$ cat config.mk
export PLATFORM = sky130hd
export DESIGN_NAME = cvxif_result_buffer
export DESIGN_NICKNAME = d
export VERILOG_FILES = /design/src/rtl/cvxif_result_buffer.sv
export SDC_FILE = /design/constraint.sdc
export NUM_CORES = 1
export LEC_CHECK = 0
export BUFFER_PORTS_ARGS = -buffer_cell sky130_fd_sc_hd__buf_4
export CAP_MARGIN = 20
export CORE_ASPECT_RATIO = 1.25
export CORE_MARGIN = 5
export CORE_UTILIZATION = 55
export DETAILED_ROUTE_END_ITERATION = 8
export GPL_ROUTABILITY_DRIVEN = 0
export HOLD_SLACK_MARGIN = 0.15
export PLACE_DENSITY = 0.81
export SYNTH_ARGS = -nofsm -noshare
export SYNTH_HDL_FRONTEND = slang
export SYNTH_SLANG_ARGS = --single-unit
$ cat constraint.sdc
create_clock -name clk -period 6.1 [get_ports clk]
set_input_delay 0.61 -clock clk [delete_from_list [all_inputs] [get_ports clk]]
set_output_delay 0.61 -clock clk [all_outputs]
set_load 0.1 [all_outputs]
$ cat src/rtl/cvxif_result_buffer.sv
// CVXIF result buffer: pairs PAU results with issue-order {id, rd} tags and returns them to the core in order.
// Optional CVXIF_RESBUF_NAR_EN: flag NaR results on core_exc and suppress their register write.
module cvxif_result_buffer #(
  parameter int unsigned DATA_W    = 32,
  parameter int unsigned ID_W      = 4,
  parameter int unsigned TAG_DEPTH = 4,
  parameter int unsigned RES_DEPTH = 4
) (
  input  logic                         clk,
  input  logic                         rst,
  input  logic                         tag_valid,
  output logic                         tag_ready,
  input  logic [ID_W-1:0]              tag_id,
  input  logic [4:0]                   tag_rd,
  input  logic                         pau_valid,
  output logic                         pau_ready,
  input  logic [DATA_W-1:0]            pau_data,
  output logic                         core_valid,
  input  logic                         core_ready,
  output logic [ID_W-1:0]              core_id,
  output logic [4:0]                   core_rd,
  output logic                         core_we,
  output logic [DATA_W-1:0]            core_data,
  output logic                         core_exc,
  output logic [$clog2(RES_DEPTH):0]   res_count
);

  localparam int unsigned TAG_AW = $clog2(TAG_DEPTH);
  localparam int unsigned RES_AW = $clog2(RES_DEPTH);

  logic [TAG_AW:0]   tag_wptr, tag_rptr;
  logic [RES_AW:0]   res_wptr, res_rptr;
  logic [ID_W-1:0]   tag_id_mem [TAG_DEPTH];
  logic [4:0]        tag_rd_mem [TAG_DEPTH];
  logic [ID_W-1:0]   res_id_mem [RES_DEPTH];
  logic [4:0]        res_rd_mem [RES_DEPTH];
  logic              res_we_mem [RES_DEPTH];
  logic [DATA_W-1:0] res_data_mem [RES_DEPTH];

  logic tag_empty, tag_full, res_empty, res_full;
  logic tag_push, pau_fire, core_fire;
  logic [TAG_AW-1:0] tag_head;
  logic [RES_AW-1:0] res_head, res_tail;
  logic              new_we;

  assign tag_empty = (tag_wptr == tag_rptr);
  assign tag_full  = (tag_wptr[TAG_AW] != tag_rptr[TAG_AW]) &&
                     (tag_wptr[TAG_AW-1:0] == tag_rptr[TAG_AW-1:0]);
  assign res_empty = (res_wptr == res_rptr);
  assign res_full  = (res_wptr[RES_AW] != res_rptr[RES_AW]) &&
                     (res_wptr[RES_AW-1:0] == res_rptr[RES_AW-1:0]);

  // Handshakes depend only on stored state, never on the partner's valid.
  assign tag_ready = !tag_full;
  assign pau_ready = !tag_empty && !res_full;
  assign tag_push  = tag_valid && tag_ready;
  assign pau_fire  = pau_valid && pau_ready;
  assign core_fire = core_valid && core_ready;

  assign tag_head  = tag_rptr[TAG_AW-1:0];
  assign res_head  = res_rptr[RES_AW-1:0];
  assign res_tail  = res_wptr[RES_AW-1:0];

`ifdef CVXIF_RESBUF_NAR_EN
  logic res_nar_mem [RES_DEPTH];
  logic new_nar;

  assign new_nar  = (pau_data == {1'b1, {(DATA_W-1){1'b0}}});
  assign new_we   = (tag_rd_mem[tag_head] != 5'd0) && !new_nar;
  assign core_exc = core_valid && res_nar_mem[res_head];

  always_ff @(posedge clk) begin
    if (pau_fire) res_nar_mem[res_tail] <= new_nar;
  end
`else
  assign new_we   = (tag_rd_mem[tag_head] != 5'd0);
  assign core_exc = 1'b0;
`endif

  // Pointer state; reset discards every outstanding tag and result.
  always_ff @(posedge clk) begin
    if (rst) begin
      tag_wptr <= '0;
      tag_rptr <= '0;
      res_wptr <= '0;
      res_rptr <= '0;
    end else begin
      if (tag_push)  tag_wptr <= tag_wptr + (TAG_AW+1)'(1);
      if (pau_fire)  tag_rptr <= tag_rptr + (TAG_AW+1)'(1);
      if (pau_fire)  res_wptr <= res_wptr + (RES_AW+1)'(1);
      if (core_fire) res_rptr <= res_rptr + (RES_AW+1)'(1);
    end
  end

  // Storage arrays need no reset: they are only observed through valid pointers.
  always_ff @(posedge clk) begin
    if (tag_push) begin
      tag_id_mem[tag_wptr[TAG_AW-1:0]] <= tag_id;
      tag_rd_mem[tag_wptr[TAG_AW-1:0]] <= tag_rd;
    end
    if (pau_fire) begin
      res_id_mem[res_tail]   <= tag_id_mem[tag_head];
      res_rd_mem[res_tail]   <= tag_rd_mem[tag_head];
      res_we_mem[res_tail]   <= new_we;
      res_data_mem[res_tail] <= pau_data;
    end
  end

  assign core_valid = !res_empty;
  assign core_id    = core_valid ? res_id_mem[res_head]   : '0;
  assign core_rd    = core_valid ? res_rd_mem[res_head]   : 5'd0;
  assign core_we    = core_valid && res_we_mem[res_head];
  assign core_data  = core_valid ? res_data_mem[res_head] : '0;
  assign res_count  = res_wptr - res_rptr;

endmodule

* Yosys cells after proc, flatten, opt, wreduce, memory -nomap -nowiden *
Memories as Yosys holds them, arrays and structs flattened. A register that Yosys moved wholly into a read port is not among the register bits.
Index checks and enable logic that the tools add are counted.

word-level totals
  RAM bits = 204
  memories kept = 6
  word-level logic and storage cells = 52
  input bits = 46
  output and inout bits = 49
  register bits after elaboration = 12

operators by class
  add/subtract/negate cells = 5
  equal/unequal tests = 6
  reduce and logical (&&, ||, !) cells = 12
  muxes and demuxes = 19

memory list
  memory        words  bits a word  read ports  clocked after Yosys merged registers in  write ports  RTL line  source
  res_data_mem  4      32           1           1                                        1            38        logic [DATA_W-1:0] res_data_mem [RES_DEPTH];
  res_rd_mem    4      5            1           1                                        1            36        logic [4:0] res_rd_mem [RES_DEPTH];
  tag_rd_mem    4      5            1           1                                        1            34        logic [4:0] tag_rd_mem [TAG_DEPTH];
  res_id_mem    4      4            1           1                                        1            35        logic [ID_W-1:0] res_id_mem [RES_DEPTH];
  tag_id_mem    4      4            1           1                                        1            33        logic [ID_W-1:0] tag_id_mem [TAG_DEPTH];
  res_we_mem    4      1            1           1                                        1            37        logic res_we_mem [RES_DEPTH];

operator list
  kind                                          number
  two-way mux 32 bit                            1
  two-way mux 2 bit                             12
  adder 3 x 1 -> 3 bit (second input constant)  4
  logical AND 1 bit                             7
  == test 3 bit                                 2
  two-way mux 5 bit                             1
  nonzero test 5 bit                            1
  == test 2 bit                                 2
  zero test 1 bit                               4
  two-way mux 1 bit                             4
  two-way mux 4 bit                             1
  subtractor 3 bit                              1
  != test 1 bit                                 2

* Longest topological paths before layout *
Gate-level depths: netlist of run 1.

  depth in word-level cells = 7
  gate-level depth with buffers = 7
  mapped depth without buffers = 6

* Worst setup path before layout of run 1 *
No wires, ideal clock.

  path type = reg2reg
  start = register res_wptr[0]
  end = register res_wptr[2]
  setup slack = 2.619 ns
  library setup time = 0.121 ns
  required time = 5.979 ns
  path buffers = 1
  cell stages (with the launch flop) = 8
  period minus slack after synthesis = 3.481 ns
  arrival time = 3.360 ns
  cells stage by stage = dfxtp_1 > inv_1 > ha_1 > and2_1 > a32o_1 > buf_6 > nor3_2 > mux2_2

between the ends
  longest elaborated chain between the ends = 5
  elaborated cells between the ends (all ways) = 6
  classes of those cells = add/sub (1); eq/ne (1); reduce/logical (4)

RTL lines
  what                    RTL line  source
  start, declared         32        logic [RES_AW:0] res_wptr, res_rptr;
  start signal, assigned  90        if (pau_fire) res_wptr <= res_wptr + (RES_AW+1)'(1);
  == test 2 bit           51        (res_wptr[RES_AW-1:0] == res_rptr[RES_AW-1:0]);
  logical AND 1 bit       50        assign res_full = (res_wptr[RES_AW] != res_rptr[RES_AW]) &&
  zero test 1 bit         55        assign pau_ready = !tag_empty && !res_full;
  logical AND 1 bit       55
  logical AND 1 bit       57        assign pau_fire = pau_valid && pau_ready;

Parallel ways exist; a longest one is shown, timed or not.
A chain may end at the register's enable or synchronous reset.

==> results of run 1 <==
[cells by family after synthesis]
family,count (synthesis),synth area share
mux,55,0.139
buf+inv,34,0.0171
flops,220,0.753
fa+ha+maj,13,0.0199
xor+xnor,9,0.00921
simple gates,73,0.0497
compound gates,15,0.0114
other cells,1,0.000438
[flip-flops by register name (all words and copies together), names as in the netlist, 4 cells and up, named ones only]
register      cells
res_data_mem    128
res_we_mem        4
res_rd_mem       20
tag_id_mem       16
res_id_mem       16
tag_rd_mem       20
[through the flow]
stage          instance area, µm²  cells  total power, W
6_report                    10100    747         0.00485
5_1_grt                     10100    747         0.00503
4_1_cts                     10100    743         0.00486
3_5_place_dp                 9460    707         0.00375
3_3_place_gp                 9460    707         0.00372
2_1_floorplan                8560    420         0.00337
[layout make-up]
cell class	count	area, µm²
Multi-Input combinational cell	166	1980
Clock inverter	6	41.3
Clock buffer	30	548
Fill cell	1040	5300
Tap cell	212	265
Inverter	15	56.3
Timing Repair Buffer	98	801
Sequential cell	220	6450
[cells in the final DEF, fill, tap and decap left out, types with 2 or more instances in the layout]
cell type / netlist / layout
edfxtp_1: 204 / 204
buf_4: 1 / 94
mux4_2: 51 / 51
nor2b_1: 43 / 43
clkbuf_16: 0 / 20
inv_1: 15 / 15
dfxtp_1: 16 / 14
ha_1: 12 / 12
nor2_1: 12 / 11
clkbuf_1: 11 / 9
a21oi_1: 6 / 6
xor2_1: 5 / 5
and2_1: 8 / 5
xnor2_1: 4 / 4
o21ai_0: 4 / 4
and2_2: 0 / 3
or3_1: 3 / 3
nand2_1: 2 / 2
mux2_2: 2 / 2
mux2i_1: 2 / 2
clkinv_2: 0 / 2
clkinv_1: 0 / 2
buf_16: 0 / 2
buf_12: 0 / 2
[cells in the mapped netlist]
library cell  number  area [µm²]
a21bo_2            1        10.0
a21oi_1            6        30.0
a31oi_2            1        12.5
a32o_1             1        10.0
and2_1             8        50.1
buf_2              6        30.0
buf_4              1        7.51
buf_6              1        11.3
clkbuf_1          11        41.3
conb_1             1        3.75
dfxtp_1           16         320
edfxtp_1         204        6130
fa_1               1        20.0
ha_1              12         150
inv_1             15        56.3
mux2_2             2        22.5
mux2i_1            2        20.0
mux4_2            51        1150
nand2_1            2        7.51
nand3_1            1        5.00
nand3b_1           1        7.51
nor2_1            12        45.0
nor2b_1           43         269
nor3_1             1        5.00
nor3_2             1        10.0
o211ai_1           1        7.51
o21ai_0            4        20.0
o31ai_1            1        7.51
or3_1              3        18.8
or4_1              1        7.51
xnor2_1            4        35.0
xor2_1             5        43.8
[final timing paths]
check	from	endpoint	depth (start not counted)
worst min-delay path	tag_id[0]	tag_id_mem[3][0]$_DFFE_PP_	1
worst max register to register	res_wptr[0]$_SDFFE_PP0P_	res_data_mem[1][25]$_DFFE_PP_	7
worst max-delay path	register	core_rd[4]	3
worst min register to register	tag_rptr[2]$_SDFFE_PP0P_	tag_rptr[2]$_SDFFE_PP0P_	2
[worst max-delay path, stage by stage (launching register included)]
cell,delay (ns)
dfxtp_2,1.04
mux4_2,0.36
nor2b_1,0.26
buf_4,0.35
[metal layers]
layer  track usage  vias up  wire [µm]
met5             0        -          0
met4        0.0409        0        247
met3        0.0299       25        820
met2         0.305      114       8050
met1         0.192     2063       5610
li1              -     1846          -
[report_power, final]
group          switching (W)  total (W)  internal, W
combinational        0.00138    0.00186     0.000485
clock               0.000496    0.00112     0.000625
sequential          0.000104    0.00187      0.00176
total                0.00198    0.00485      0.00287
==> metrics.csv, run 1 <==
metric,value,unit
status,finished clean,
start_util,0.554,
fin_crit,3.17,ns
grt_max_degree,44,
post-place-ws,3.15,ns
rsz0062_at_grt,false,
hold_ws,0.320,ns
ant_nets,0,
cts_resized,0,
synth_cell_types,32,
timing.final.crit_share,0.519,
grtUsageTotal,0.163,
syn_area,8560,µm²
antenna_cells,0,
clockBufferDepth,3,
synth-seq-area-share,0.753,
crit_path_max_fanout,42,
grt_pass1_vias,4365,
path_clk_slew,0.06,ns
maxSlewHeadroom,0.252,
cts_root_buf,clkbuf_16,
cts_tree,yes,
syn_to_final_growth,18.5,%
endpoint_kind,output port,
power_density,478,nW/µm²
r2r_slack,3.37,ns
cts_setup_buffers,0,
yosysWarnings,0,
max_freq,316,MHz
syn_area_per_cell,20.4,µm²
setup_violations,0,
ir_drop,0.386,mV
io_pins,95,
cts_buffers,20,
grt_pass1_wl,22.7,mm
synth_fp_nets,479,
hpwlAfterDp,9.06,mm
drv_cap,0,
firstDrtPassIters,4,
maxSlewViolCount,0,
routed_wl,14.7,mm
die_y,149,µm
setup.worst_path.start_class,register,
overflow,0,
wl_per_cell,19.7,µm
crit_type,register to output port,
tns,0,ns
clock_skew,0.00730,ns
htreeDepth,1,
syn_inst,420,
via_per_inst,5.42,
layout-drive-gt1-share,0.346,
leakage,3.43,nW
dieWidth,122,µm
drc,0,
cp.arrival,2.56,ns
rows,51,
cts.sinks,220,
final_core_util,0.657,
hold_buffers,0,
ys_ff_latch,220,
hold_viol,0,
die_area,18200,µm²
drt_iter0_drc,198,
port_buffers,93,
final_nets,580,
coreArea,15400,µm²
hold_path_class,input pin to register,
critical_path_required,5.49,ns
tightest_slew,1.12,ns
antenna_found_initial,0,
finalWorstSetupSlack,2.93,ns
vias,4048,
clk_latency,0.49,ns
No activity file was read; power rests on OpenSTA's default activity.
==> run 2, diff against run 1 <==
--- a/config.mk
+++ b/config.mk
@@ -9,11 +9,11 @@
 export CAP_MARGIN = 20
 export CORE_ASPECT_RATIO = 1.25
 export CORE_MARGIN = 5
-export CORE_UTILIZATION = 55
+export CORE_UTILIZATION = 52
 export DETAILED_ROUTE_END_ITERATION = 8
 export GPL_ROUTABILITY_DRIVEN = 0
 export HOLD_SLACK_MARGIN = 0.15
-export PLACE_DENSITY = 0.81
+export PLACE_DENSITY = 0.8
 export SYNTH_ARGS = -nofsm -noshare
 export SYNTH_HDL_FRONTEND = slang
 export SYNTH_SLANG_ARGS = --single-unit
==> constraint.sdc (replaced) <==
create_clock -name clk -period 2.75 [get_ports clk]
set_input_delay 0.275 -clock clk [delete_from_list [all_inputs] [get_ports clk]]
set_output_delay 0.275 -clock clk [all_outputs]
set_load 0.1 [all_outputs]
==> metrics.csv, run 2 (same netlist as run 1, synthesis figures left out) <==
metric,value,unit,change
hold_path_end,res_rptr[2]$_SDFFE_PP0P_,,
status,finished clean,,
vias,4279,,+5.7%
port_buffers,93,,unchanged
r2r_cells,7,,unchanged
clockBufferDepth,3,,unchanged
mostFrequentLayoutCell,edfxtp_1,,
layout-drive-gt1-share,0.357,,+0.0110
tightest_slew,0.568,ns,-0.553 ns
worst-path-buf-inv,3,,+2
coreArea,16200,µm²,+4.9%
ir_drop,0.815,mV,+110%
setup.worst_path.start_class,register,,
hold_viol,0,,unchanged
drc,0,,unchanged
drv_cap,0,,unchanged
final_nets,629,,+8.4%
tns,0,ns,unchanged
hold_ws,0.198,ns,-0.122 ns
drt_iter0_drc,308,,+56%
antenna_found_initial,0,,unchanged
cts_resized,0,,unchanged
grt_max_degree,44,,unchanged
start_util,0.528,,-0.0259
syn_to_final_growth,24.9,%,
routed_wl,15.8,mm,+7.5%
cts.sinks,220,,unchanged
wl_per_cell,19.8,µm,+0.46%
cts_buffers,20,,unchanged
setup_violations,0,,unchanged
max_stage_delay,0.38,ns,-0.66 ns
hold_path_class,input pin to register,,
cpMaxStageDelayCell,dfxtp_1,,
grt_pass1_wl,25.2,mm,+11%
cp_top_family,buffers and inverters,,
ant_nets,0,,unchanged
timing.final.crit_share,0.924,,
overflow,0,,unchanged
leakage,3.67,nW,+6.9%
cp.arrival,2.27,ns,-0.29 ns
maxSlewHeadroom,0.620,,+0.368
totalPowerFinal,0.0110,W,+130%
endpoint_kind,output port,,
die_y,153,µm,+2.7%
whs_path_depth,4,,+3
r2r_end,res_data_mem[2][19]$_DFFE_PP_,,
die_area,19100,µm²,+5.3%
dieWidth,125,µm,+2.6%
layout_common_cells,"204 x edfxtp_1, 99 x buf_4, 51 x mux4_2, 42 x dlygate4sd3_1, 27 x nor2b_1",,
grtUsageTotal,0.167,,+0.00487
worstPathCellList,inv_1 > ha_1 > nand2_1 > nor2_4 > buf_4 > nor2b_1 > buf_4,,
grt_pass1_vias,4595,,+5.3%
firstDrtPassIters,4,,unchanged
max_freq,394,MHz,
cpMostUsedCell,buf_4,,
clock_skew,0.0100,ns,+0.00271 ns
path_clk_slew,0.06,ns,about the same
final_core_util,0.660,,+0.00300
power_density,1030,nW/µm²,+120%
clk_latency,0.48,ns,about the same
top_register,res_data_mem,,
maxSlewViolCount,0,,unchanged
crit_path_max_fanout,4,,-90%
htreeDepth,1,,unchanged
r2r_slack,0.39,ns,-2.98 ns
fillCellCount,1060,,+1.9%
antenna_cells,0,,unchanged
rows,52,,+2.0%
critical_path_required,2.48,ns,-3.01 ns
crit_type,register to output port,,
cts_root_buf,clkbuf_16,,
cts_tree,yes,,
largest_register_ffs,128,,unchanged
rsz0062_at_grt,false,,
hpwlAfterDp,9.31,mm,+2.8%
via_per_inst,5.36,,-1.2%
rr_startpoint,res_wptr[0]$_SDFFE_PP0P_,,
io_pins,95,,unchanged
hp-start,core_ready,,
fin_crit,2.54,ns,
## run 2: worst min-delay path: cells and delay by family
kind,cells,cell delay [ns]
AOI/OAI and AO/OA,1,0.10
xor gates and xnor gates,1,0.08
buffers and inverters,1,0.12
and+or+nand+nor,1,0.07
## run 2: how the worst max path moves through the flow
stage | start | to | cells past startpoint
6_report | res_wptr[0]$_SDFFE_PP0P_ | core_rd[4] | 7
5_1_grt | res_wptr[0]$_SDFFE_PP0P_ | core_rd[4] | 7
4_1_cts | res_wptr[0]$_SDFFE_PP0P_ | core_rd[4] | 7
3_5_place_dp | res_wptr[0]$_SDFFE_PP0P_ | res_data_mem[0][3]$_DFFE_PP_ | 7
3_3_place_gp | res_wptr[0]$_SDFFE_PP0P_ | res_data_mem[1][10]$_DFFE_PP_ | 7
2_1_floorplan | res_wptr[0]$_SDFFE_PP0P_ | res_wptr[2]$_SDFFE_PP0P_ | 7
## run 2: power by group
part,switching [W],internal (W)
clock network,0.00109,0.00149
logic,0.00324,0.00121
registers,0.0000917,0.00391
## run 2: per-layer routing
layer,vias up,share of wire,GRT usage
met5,-,0,0
met4,0,0.028,0.0574
met3,29,0.051,0.0325
met2,125,0.54,0.291
met1,2186,0.38,0.212
li1,1939,-,-
## run 2: cell type report
class / count / area (µm²) / share of cell area
multi-input cells: 166 / 2020 / 0.189
flip-flops and latches: 220 / 6450 / 0.603
clock inverters: 8 / 60.1 / 0.00562
inverters: 15 / 56.3 / 0.00527
well taps: 216 / 270 / 0.0253
repair buffers: 147 / 1280 / 0.120
clock buffers: 27 / 548 / 0.0512
## run 2: per-stage QoR
stage / area, µm² / std cells / worst slack, ns
floorplan: 8610 / 420 / -0.0812
global placement: 9640 / 719 / 0.514
detailed placement: 9640 / 719 / 0.367
CTS: 10700 / 799 / 0.171
global route: 10700 / 799 / 0.0784
finish: 10700 / 799 / 0.210
## run 2: timing repair
action,4_1_cts,5_1_grt
hold endpoints to repair,178,0
setup buffers,3,0
hold buffers,42,0
endpoints found under the setup margin,27,0
